File: src/rtl/vram_console.sv
// vram_console: byte-stream text console driving the character VRAM write port.
// Handles printable bytes, LF/CR/BS/FF controls, full-screen clear and line clear.
module vram_console #(
   parameter int COLS = 40,
   parameter int ROWS = 30,
   parameter int AW = 11,
   parameter int DW = 8,
   parameter logic [DW-1:0] BLANK = 8'h20
) (
   input  logic          clk,
   input  logic          rst,
   input  logic [7:0]    in_data,
   input  logic          in_valid,
   output logic          in_ready,
   output logic [AW-1:0] waddr,
   output logic [DW-1:0] wdata,
   output logic          we,
   output logic          busy
);
   localparam int CW = $clog2(COLS);
   localparam int RW = $clog2(ROWS);
   localparam int N = COLS * ROWS;
   localparam logic [7:0] LF = 8'h0A, CR = 8'h0D, BS = 8'h08, FF = 8'h0C;
   typedef enum logic [1:0] {CLEAR, IDLE, PUT, LCLR} state_t;
   state_t state, state_nx;
   logic [CW-1:0] col;
   logic [RW-1:0] row;
   logic [AW-1:0] base, cnt, waddr_nx;
   logic [DW-1:0] chr, wdata_nx;
   logic xfer, adv, we_nx, rdy_nx, busy_nx, col_end;
   assign xfer = state == IDLE && in_valid && in_ready;
   assign col_end = col == CW'(COLS - 1);
   assign adv = (xfer && in_data == LF) || (state == PUT && col_end);
   always_ff @(posedge clk or posedge rst)
      if (rst) begin
         state <= CLEAR;
         col <= '0;
         row <= '0;
         base <= '0;
         cnt <= '0;
         chr <= '0;
      end else begin
         state <= state_nx;
         cnt <= state_nx == state ? cnt + AW'(1) : '0;
         if (xfer) chr <= DW'(in_data);
         // base tracks row*COLS incrementally so no multiplier is needed
         if (state == CLEAR) begin
            col <= '0;
            row <= '0;
            base <= '0;
         end else begin
            if (xfer && (in_data == LF || in_data == CR)) col <= '0;
            else if (xfer && in_data == BS && col != '0) col <= col - CW'(1);
            else if (state == PUT) col <= col_end ? '0 : col + CW'(1);
            if (adv) begin
               row <= row == RW'(ROWS - 1) ? '0 : row + RW'(1);
               base <= row == RW'(ROWS - 1) ? '0 : base + AW'(COLS);
            end
         end
      end
   always_comb begin
      state_nx = state;
      case (state)
         CLEAR: if (cnt == AW'(N - 1)) state_nx = IDLE;
         IDLE: if (xfer) state_nx = in_data == LF ? LCLR : in_data == FF ? CLEAR :
                                    (in_data == CR || in_data == BS) ? IDLE : PUT;
         PUT: state_nx = col_end ? LCLR : IDLE;
         LCLR: if (cnt == AW'(COLS - 1)) state_nx = IDLE;
         default: state_nx = CLEAR;
      endcase
   end
   always_comb begin
      we_nx = state != IDLE;
      waddr_nx = state == CLEAR ? cnt : base + (state == PUT ? AW'(col) : cnt);
      wdata_nx = state == PUT ? chr : BLANK;
      rdy_nx = state == IDLE && state_nx == IDLE;
      busy_nx = state == CLEAR || state == LCLR;
   end
   always_ff @(posedge clk or posedge rst)
      if (rst) begin
         we <= 1'b0;
         waddr <= '0;
         wdata <= '0;
         in_ready <= 1'b0;
         busy <= 1'b1;
      end else begin
         we <= we_nx;
         waddr <= waddr_nx;
         wdata <= wdata_nx;
         in_ready <= rdy_nx;
         busy <= busy_nx;
      end
endmodule
File: config.mk
export PLATFORM = sky130hd
export DESIGN_NAME = vram_console
export DESIGN_NICKNAME = d
export VERILOG_FILES = /design/src/rtl/vram_console.sv
export SDC_FILE = /design/constraint.sdc
export NUM_CORES = 1
export LEC_CHECK = 0
export ABC_AREA = 1
export CAP_MARGIN = 20
export CORE_MARGIN = 1
export CORE_UTILIZATION = 55
export DETAILED_ROUTE_END_ITERATION = 7
export GPL_ROUTABILITY_DRIVEN = 0
export MAX_ROUTING_LAYER = met4
export PLACE_DENSITY_LB_ADDON = 0.25
export SETUP_SLACK_MARGIN = 0.3
export SLEW_MARGIN = 5
export SYNTH_ARGS = -nofsm -noshare
export SYNTH_HDL_FRONTEND = slang
export SYNTH_SLANG_ARGS = --single-unit
File: constraint.sdc
create_clock -name clk -period 4.4 [get_ports clk]
set_input_delay 0.66 -clock clk [delete_from_list [all_inputs] [get_ports clk]]
set_output_delay 0.66 -clock clk [all_outputs]
set_load 0.05 [all_outputs]
# ---- Word-level counts from Yosys, hierarchy flattened
# Index checks and enable logic that the tools add are counted.
dict set report totals {
  regBits 65
  in_bits 11
  word_cells 70
}
dict set report classes {
  addsub 6
  n_eq_ne 14
  muxes 23
  reduce_logical 16
}
# op count
set ops {}
lappend ops {{$mux 11} 6}
lappend ops {{$eq 8x4->1 const B} 4}
lappend ops {{$mux 6} 5}
lappend ops {{$mux 5} 3}
lappend ops {{$mux 2} 7}
lappend ops {{$add 11x1->11 const B} 1}
lappend ops {{$add 11x11->11} 1}
lappend ops {{$add 11x6->11 const B} 1}
lappend ops {{$eq 11x11->1 const B} 1}
lappend ops {{$eq 11x6->1 const B} 1}
lappend ops {{$logic_and 1x1->1} 8}
lappend ops {{$mux 8} 1}
lappend ops {{$pmux 2 s4} 1}
lappend ops {{$add 6x1->6 const B} 1}
lappend ops {{$eq 6x6->1 const B} 1}
lappend ops {{$reduce_bool 6->1} 1}
lappend ops {{$sub 6x1->6 const B} 1}
lappend ops {{$add 5x1->5 const B} 1}
lappend ops {{$eq 5x5->1 const B} 1}
lappend ops {{$eq 2x1->1 const B} 2}
lappend ops {{$eq 2x2->1 const B} 2}
lappend ops {{$logic_or 1x1->1} 4}
lappend ops {{$reduce_bool 4->1} 1}
lappend ops {{$eq 2x2->1} 1}
lappend ops {{other kinds (3)} 3}

# ---- Depth between registers and ports, before layout
# Gate-level depths: netlist of the first run.
dict set report depth {
  word_depth 9
  mapped_depth 19
}

# ---- Worst setup path before layout of the first run
# No wires, ideal clock.
dict set report synth_path {
  path_kind {register -> register}
  startpoint {reg state[0]}
  endpoint {reg waddr[9]}
  t_arrival_ns 2.283
  required_ns 4.267
  setup_slack_ns 1.984
  path_stages_with_launch 18
  path_buffers 1
  period_less_slack_ns 2.416
  cell_sequence {dfrtp_1 inv_1 ha_1 clkbuf_1 o21ai_0 ha_1 nand2_1 nand2_1 nand2_1 nand2_1 nand2_1 nand2_1 nand2_1 nand2_1 nand2_1 nand3b_1 nand3_1 o21ai_0}
}
dict set report synth_via {
  elab_chain_len 4
}
# item line_no
set synth_lines {}
lappend synth_lines {{from (decl)} 25} ;# state_t state, state_nx;
lappend synth_lines {{from (signal assigned)} 43} ;# state <= state_nx;
lappend synth_lines {{$eq 2x2->1} 74} ;# waddr_nx = state == CLEAR ? cnt : base + (state == PUT ? AW'(col) : cnt);
lappend synth_lines {{$mux 11} 74}
lappend synth_lines {{$add 11x11->11} 74}
lappend synth_lines {{$mux 11 (*)} 74}
lappend synth_lines {{via waddr_nx[9]} 28} ;# logic [AW-1:0] base, cnt, waddr_nx;
lappend synth_lines {{to (signal assigned)} 88} ;# waddr <= waddr_nx;
lappend synth_lines {{to (decl)} 15} ;# output logic [AW-1:0] waddr,
# The timed path passes the listed nets; every way through them passes the cells marked *.
# A chain may end at the register's enable or synchronous reset.

# ---- Final worst setup path of the first run
# Same ends and word-level chain as after synthesis.

==> results.yml, run 1 <==
run_status:
  status: "complete, no violations"
drt:
  count_of_unresolved_drc_violations_after_routing: 0
  postRouteWirelength_um: 7060
  firstDrtPassIters: 5
  drtAntennaViolNets: 0
  drt_iter0_markers: 264
  via_per_inst: 5.37
  dr_total_vias: 2889
  route.detailed.wl_per_inst_um: 13.1
clocking:
  cts_made_buffers: 9
  cts-hold-fix-buffers: 0
  clkLatencyLatePin_ns: 0.35
  clock-sinks: 62
  cts.repair.resized: 0
  ctsRootBufferMaster: "sky130_fd_sc_hd__clkbuf_8"
  path_clk_slew_ns: 0.08
  postCtsSetupRepairBufs: 0
  cts.htree.levels: 3
  clock_tree.buffer_depth: 2
  cts_tree: "done"
worst_hold_path:
  holdCritPathClass: "flip-flop to flip-flop"
cells_and_area:
  areaGrowthSynthToFinish_pct: 18.5
  num-fill-cells: 472
  num-nets-final: 487
  diodes: 0
  sequential_cell_area_um2: 1550
  final_layout_size_suffix_gt1_share_pct: 12.7
  final_cells: 538
  multi_input_comb_area_um2: 1630
placed_design:
  port_buffer_count: 32
  placed_cells: 522
  place_hpwl_um: 5040
  pre_cts_slack_ns: 1.52
timing:
  fin_tns_setup_ns: 0
  grt_setup_unrepaired: "false"
  setup_viol: 0
  part_of_the_cycle_the_worst_path_needs_pct: 67.0
  finalWorstPathRequiredPeriod_ns: 2.95
  worst-slew-pin-transition_ns: 0.857
  number_of_pins_with_negative_max_slew_slack_in_the_final_report: 0
  max_clock_freq_ghz: 0.339
  layout_setup_ws_ns: 1.45
  maxSlewHeadroom_pct: 42.9
  skew_ns: 0.00564
  hold_viol: 0
global_route:
  grt_pass1_wl_um: 12100
  overflow: 0
  number_of_antenna_violations_at_the_first_check_in_global_routing: 0
  grt_pass1_vias: 2736
  largest_net_degree_at_the_start_of_global_routing: 42
  grtUsageTotal_pct: 24.9
die:
  floorplan.rows: 28
  floorplan.initialDensity_pct: 57.9
  i_o_pin_count: 33
  chipHeight_um: 81.4
  die_area_um2: 6620
  chipWidth_um: 81.4
  area_of_the_placeable_core_um2: 5990
synth:
  ys_seq_elements: 62
  synth_area_per_cell_um2: 8.21
  netlist_area_um2: 3470
  syn-num-nets: 451
  post_synth_num_cell_types: 39
  gate_count_post_synth: 422
  synth_warn: 0
  synth_sequential_area_ratio_pct: 44.8
flow_run:
  cap_violations: 0
setup_path:
  crit_fanout: 23
  setup.worst_path.end_class: "flip-flop"
  worstSetupStartpointType: "flip-flop"
  path_class: "flip-flop to flip-flop"
  cp_data_required_time_ns: 4.63
  worstPathArrival_ns: 3.18
pwr:
  power.leakage_nw: 2.03
  vdd.ir_drop.worst_mv: 0.225
  power_per_cell_area_nw_per_um2: 311
  finalPower_mw: 1.28
## cells in the mapped netlist
| cell type | n | area (µm²) |
|---|---|---|
| sky130_fd_sc_hd__xor2_1 | 13 | 114 |
| sky130_fd_sc_hd__o21ai_0 | 23 | 115 |
| sky130_fd_sc_hd__inv_1 | 48 | 180 |
| sky130_fd_sc_hd__nand4_2 | 1 | 12.5 |
| sky130_fd_sc_hd__inv_4 | 1 | 6.26 |
| sky130_fd_sc_hd__o22ai_1 | 7 | 43.8 |
| sky130_fd_sc_hd__o21ai_1 | 1 | 5.00 |
| sky130_fd_sc_hd__o211ai_1 | 1 | 7.51 |
| sky130_fd_sc_hd__nor3_4 | 1 | 16.3 |
| sky130_fd_sc_hd__ha_1 | 18 | 225 |
| sky130_fd_sc_hd__nor2_2 | 13 | 81.3 |
| sky130_fd_sc_hd__buf_6 | 2 | 22.5 |
| sky130_fd_sc_hd__nor3b_1 | 1 | 7.51 |
| sky130_fd_sc_hd__bufinv_8 | 1 | 17.5 |
| sky130_fd_sc_hd__nor2_4 | 3 | 33.8 |
| sky130_fd_sc_hd__nor3_1 | 8 | 40.0 |
| sky130_fd_sc_hd__nor2_1 | 38 | 143 |
| sky130_fd_sc_hd__nand2_1 | 101 | 379 |
| sky130_fd_sc_hd__inv_2 | 6 | 22.5 |
| sky130_fd_sc_hd__and3_1 | 2 | 12.5 |
| sky130_fd_sc_hd__nand3b_1 | 2 | 15.0 |
| sky130_fd_sc_hd__nand3_2 | 5 | 50.1 |
| sky130_fd_sc_hd__xnor2_1 | 2 | 17.5 |
| sky130_fd_sc_hd__a211oi_1 | 1 | 7.51 |
| sky130_fd_sc_hd__clkbuf_1 | 4 | 15.0 |
| sky130_fd_sc_hd__nand2_2 | 5 | 31.3 |
| sky130_fd_sc_hd__clkinv_1 | 1 | 3.75 |
| sky130_fd_sc_hd__o21a_1 | 1 | 7.51 |
| sky130_fd_sc_hd__nand4_1 | 3 | 18.8 |
| sky130_fd_sc_hd__nor3_2 | 3 | 30.0 |
| sky130_fd_sc_hd__clkbuf_2 | 1 | 5.00 |
| sky130_fd_sc_hd__a21oi_1 | 14 | 70.1 |
| sky130_fd_sc_hd__or2_2 | 1 | 6.26 |
| sky130_fd_sc_hd__o2111ai_1 | 1 | 8.76 |
| sky130_fd_sc_hd__dfstp_2 | 1 | 26.3 |
| sky130_fd_sc_hd__nor4_1 | 3 | 18.8 |
| sky130_fd_sc_hd__nand3_1 | 23 | 115 |
| sky130_fd_sc_hd__dfrtp_1 | 61 | 1530 |
| sky130_fd_sc_hd__buf_4 | 1 | 7.51 |
## state kept, by name (all words and copies together) (netlist names), 2 cells and up
register  flops
cnt          11
waddr        11
base          8
chr           8
wdata         8
col           6
row           5
state         2
## worst paths after layout
path / to / slack [ns] / cells after the start / start
setup / recovery: waddr[9] / 1.45 / 17 / state[0]
hold / removal: wdata[2] / 0.47 / 2 / chr[2]
setup reg to reg: waddr[9] / 1.45 / 17 / state[0]
hold reg to reg: wdata[2] / 0.47 / 2 / chr[2]
max in group asynchronous: waddr[1] / 2.79 / 3 / rst
min in group asynchronous: wdata[3] / 0.80 / 2 / rst
## metal layers
layer | wire length [µm] | share of wire, % | vias up | GRT usage, %
met2 | 3400 | 48 | 84 | 38.7
met5 | 0 | 0 | - | -
li1 | - | - | 1424 | -
met4 | 142 | 2.0 | 0 | 10.7
met3 | 303 | 4.3 | 15 | 5.51
met1 | 3220 | 46 | 1366 | 31.2
## stage by stage
step	hold slack, ns	instance area (µm²)	utilization (%)
after global placement	0.451	3840	64.1
final	0.471	4110	68.6
after global routing	0.505	4110	68.6
after detailed placement	0.454	3840	64.1
after CTS	0.473	4110	68.6
after floorplan	0.433	3470	-
## report_power, final
part           internal (mW)  switching [mW]
clock                  0.436           0.244
sequential             0.570               0
combinational         0.0103          0.0181
## cell type report
type	count	area share, %
inverter	57	5.60
timing repair buffer	33	7.98
multi-input combinational	295	39.8
clock inverter	7	3.56
tap	75	2.28
sequential	62	37.8
clock buffer	9	3.02
## layout by cell type, fill, tap and decap left out, drive strengths merged
cell type	instances
o21ai	24
clkinv	4
nor4	3
and3	2
clkdlybuf4s50	32
inv	55
dfrtp	61
nor3	12
nand3	28
bufinv	5
nor3b	1
nand4	4
a211oi	1
clkbuf	9
dfstp	1
or2	1
o211ai	1
xnor2	2
ha	18
o21a	1
nand3b	2
xor2	13
o2111ai	1
nor2	54
o22ai	7
buf	1
nand2	106
a21oi	14
## critical path: stages, from the launching register on
cell                      delay, ns
sky130_fd_sc_hd__dfrtp_1       0.42
sky130_fd_sc_hd__inv_1         0.15
sky130_fd_sc_hd__ha_1          0.74
sky130_fd_sc_hd__o21ai_0       0.22
sky130_fd_sc_hd__ha_1          0.33
sky130_fd_sc_hd__nand2_1       0.07
sky130_fd_sc_hd__nand2_1       0.08
sky130_fd_sc_hd__nand2_1       0.07
sky130_fd_sc_hd__nand2_1       0.10
sky130_fd_sc_hd__nand2_1       0.08
sky130_fd_sc_hd__nand2_1       0.08
sky130_fd_sc_hd__nand2_1       0.07
sky130_fd_sc_hd__nand2_1       0.09
sky130_fd_sc_hd__nand2_1       0.09
sky130_fd_sc_hd__nand2_1       0.07
sky130_fd_sc_hd__nand2_1       0.05
sky130_fd_sc_hd__nand3_1       0.06
sky130_fd_sc_hd__o21ai_0       0.07
## logic make-up after synthesis
family | synth area share [%]
fa+ha+maj | 6.50
buf+inv | 8.09
simple gates | 29.2
compound gates | 7.65
xor+xnor | 3.79
flops | 44.8
Power figures use the tool's default switching activity.
==> run 2: changes to the inputs <==
Settings changed: CORE_UTILIZATION 55 to 52.
Clock period 4.4 ns to 2.6 ns, I/O delays scaled along.
==> results.yml, run 2 (same netlist as run 1, synthesis figures left out) <==
run_status:
  status: "complete, no violations"
pwr:
  net-switching-power_uw: 441
  vdd.ir_drop.worst_mv: 0.437
  power_per_cell_area_nw_per_um2: 469
  power.share.clock_pct: 48.4
  power.leakage_nw: 2.06
  power_frac_comb_pct: 2.6
  internal_power_mw: 1.53
  part_of_the_power_in_registers_pct: 49.0
  sw_ratio_pct: 22.4
setup_path:
  cp_data_required_time_ns: 2.82
  setup.worst_path.end_class: "flip-flop"
  path_class: "flip-flop to flip-flop"
  setup.reg_to_reg.worst_slack_ns: 0.41
  worstPathArrival_ns: 2.41
  worstSetupStartpointType: "flip-flop"
  crit_fanout: 8
cells_and_area:
  final_layout_size_suffix_gt1_share_pct: 16.3
  diodes: 0
  areaGrowthSynthToFinish_pct: 20.9
  num-nets-final: 496
  num-fill-cells: 555
  biggestRegsByFlops: "cnt (11), waddr (11)"
  final_common_cell: "sky130_fd_sc_hd__nand2_1"
  leading_cell_types_in_the_layout_fill_and_taps_excluded: "96 x sky130_fd_sc_hd__nand2_1, 59 x sky130_fd_sc_hd__dfrtp_1, 46 x sky130_fd_sc_hd__inv_1, 38 x sky130_fd_sc_hd__nor2_1, 32 x sky130_fd_sc_hd__clkdlybuf4s50_1"
drt:
  via_per_inst: 5.31
  dr_total_vias: 2916
  firstDrtPassIters: 4
  drtAntennaViolNets: 0
  postRouteWirelength_um: 7510
  route.detailed.wl_per_inst_um: 13.7
  drt_iter0_markers: 149
  count_of_unresolved_drc_violations_after_routing: 0
die:
  die_area_um2: 7000
  chipHeight_um: 83.6
  chipWidth_um: 83.6
  floorplan.initialDensity_pct: 54.3
  area_of_the_placeable_core_um2: 6390
  floorplan.rows: 29
  i_o_pin_count: 33
timing:
  maxSlewHeadroom_pct: 60.8
  max_clock_freq_ghz: 0.456
  fin_tns_setup_ns: 0
  finalWorstPathRequiredPeriod_ns: 2.19
  hold_viol: 0
  skew_ns: 0.00615
  number_of_pins_with_negative_max_slew_slack_in_the_final_report: 0
  part_of_the_cycle_the_worst_path_needs_pct: 84.3
  worst-slew-pin-transition_ns: 0.587
  fin_hold_ws_ns: 0.431
  setup_viol: 0
  grt_setup_unrepaired: "true"
global_route:
  largest_net_degree_at_the_start_of_global_routing: 37
  overflow: 0
  grt_pass1_vias: 2818
  grtUsageTotal_pct: 23.2
  grt_pass1_wl_um: 12700
  number_of_antenna_violations_at_the_first_check_in_global_routing: 0
clocking:
  clock_tree.buffer_depth: 2
  cts.htree.levels: 3
  path_clk_slew_ns: 0.07
  ctsRootBufferMaster: "sky130_fd_sc_hd__clkbuf_8"
  cts_made_buffers: 9
  clkLatencyLatePin_ns: 0.34
  clock-sinks: 62
  cts_tree: "done"
flow_run:
  cap_violations: 0
placed_design:
  port_buffer_count: 32
  place_hpwl_um: 5180
worst_hold_path:
  holdCritPathClass: "input pin to async pin"
==> run 2: cell types whose count changed in the layout (fill, tap and decap cells not counted), moves of 2 or more <==
cell,delta
sky130_fd_sc_hd__clkinv_4,-2
sky130_fd_sc_hd__nand2_1,-5
sky130_fd_sc_hd__nand2_2,+5
sky130_fd_sc_hd__nand3_4,+2
sky130_fd_sc_hd__dfrtp_2,+2
sky130_fd_sc_hd__clkinvlp_4,+2
sky130_fd_sc_hd__dfrtp_1,-2
sky130_fd_sc_hd__bufinv_16,-2
sky130_fd_sc_hd__buf_4,+7
==> run 2: final timing paths <==
kind | startpoint | to | depth (start not counted)
setup reg to reg | state[0] | waddr[9] | 17
hold reg to reg | chr[7] | wdata[7] | 2
hold / removal | rst | row[0] | 2
max in group asynchronous | rst | busy | 3
min in group clk | chr[7] | wdata[7] | 2
setup / recovery | state[0] | waddr[9] | 17
==> run 2: repair_timing <==
item,in CTS,in global routing
resized for setup,2,10
pin swaps,0,2
endpoints found under the setup margin,2,13
hold buffers,0,0
cloned,0,1
buffers inserted,0,4
==> run 2: power by group through the flow <==
stage / logic (mW) / clock network [mW] / registers (mW)
3_5_place_dp: 0.0523 / 0 / 0.983
5_1_grt: 0.0593 / 1.01 / 0.963
6_report: 0.0508 / 0.952 / 0.964
3_3_place_gp: 0.0515 / 0 / 0.983
2_1_floorplan: 0.0228 / 0 / 0.983
4_1_cts: 0.0527 / 0.970 / 0.964
==> run 2: final cells by class <==
| class | instances | area, µm² | area share (%) |
|---|---|---|---|
| clock buffers | 9 | 124 | 2.96 |
| well taps | 77 | 96.3 | 2.30 |
| inverters | 57 | 233 | 5.56 |
| repair buffers | 41 | 400 | 9.56 |
| flip-flops and latches | 62 | 1560 | 37.1 |
| clock inverters | 7 | 97.6 | 2.33 |
| multi-input cells | 296 | 1680 | 40.2 |
==> run 2: metal layers <==
layer / global-route usage, % / part of all wire (%) / vias up
met2: 38.3 / 50 / 72
met5: - / 0 / -
met1: 28.4 / 44 / 1387
met4: 9.24 / 1.4 / 0
met3: 4.25 / 4.9 / 10
li1: - / - / 1447
==> run 2: worst max-delay path, stage by stage, from the launching register on <==
cell                       delay [ns]
sky130_fd_sc_hd__dfrtp_2         0.45
sky130_fd_sc_hd__inv_4           0.10
sky130_fd_sc_hd__ha_4            0.17
sky130_fd_sc_hd__nand2_1         0.06
sky130_fd_sc_hd__o21ai_0         0.10
sky130_fd_sc_hd__ha_1            0.27
sky130_fd_sc_hd__nand2_1         0.11
sky130_fd_sc_hd__nand2_2         0.07
sky130_fd_sc_hd__nand2_2         0.06
sky130_fd_sc_hd__nand2_1         0.07
sky130_fd_sc_hd__nand2_1         0.08
sky130_fd_sc_hd__nand2_1         0.07
sky130_fd_sc_hd__nand2_1         0.09
sky130_fd_sc_hd__nand2_2         0.07
sky130_fd_sc_hd__nand2_2         0.07
sky130_fd_sc_hd__nand3b_1        0.09
sky130_fd_sc_hd__nand3_1         0.08
sky130_fd_sc_hd__o21ai_0         0.07
==> run 2: per-stage QoR <==
step	utilization (%)	instance area, µm²	worst slack, ns	total power, mW	instances
after global placement	60.8	3880	0.392	1.03	528
after global routing	65.6	4190	0.249	2.03	549
after floorplan	-	3470	0.325	1.01	422
after detailed placement	60.8	3880	0.213	1.03	528
after CTS	64.5	4120	0.313	1.99	544
final	65.6	4190	0.407	1.97	549
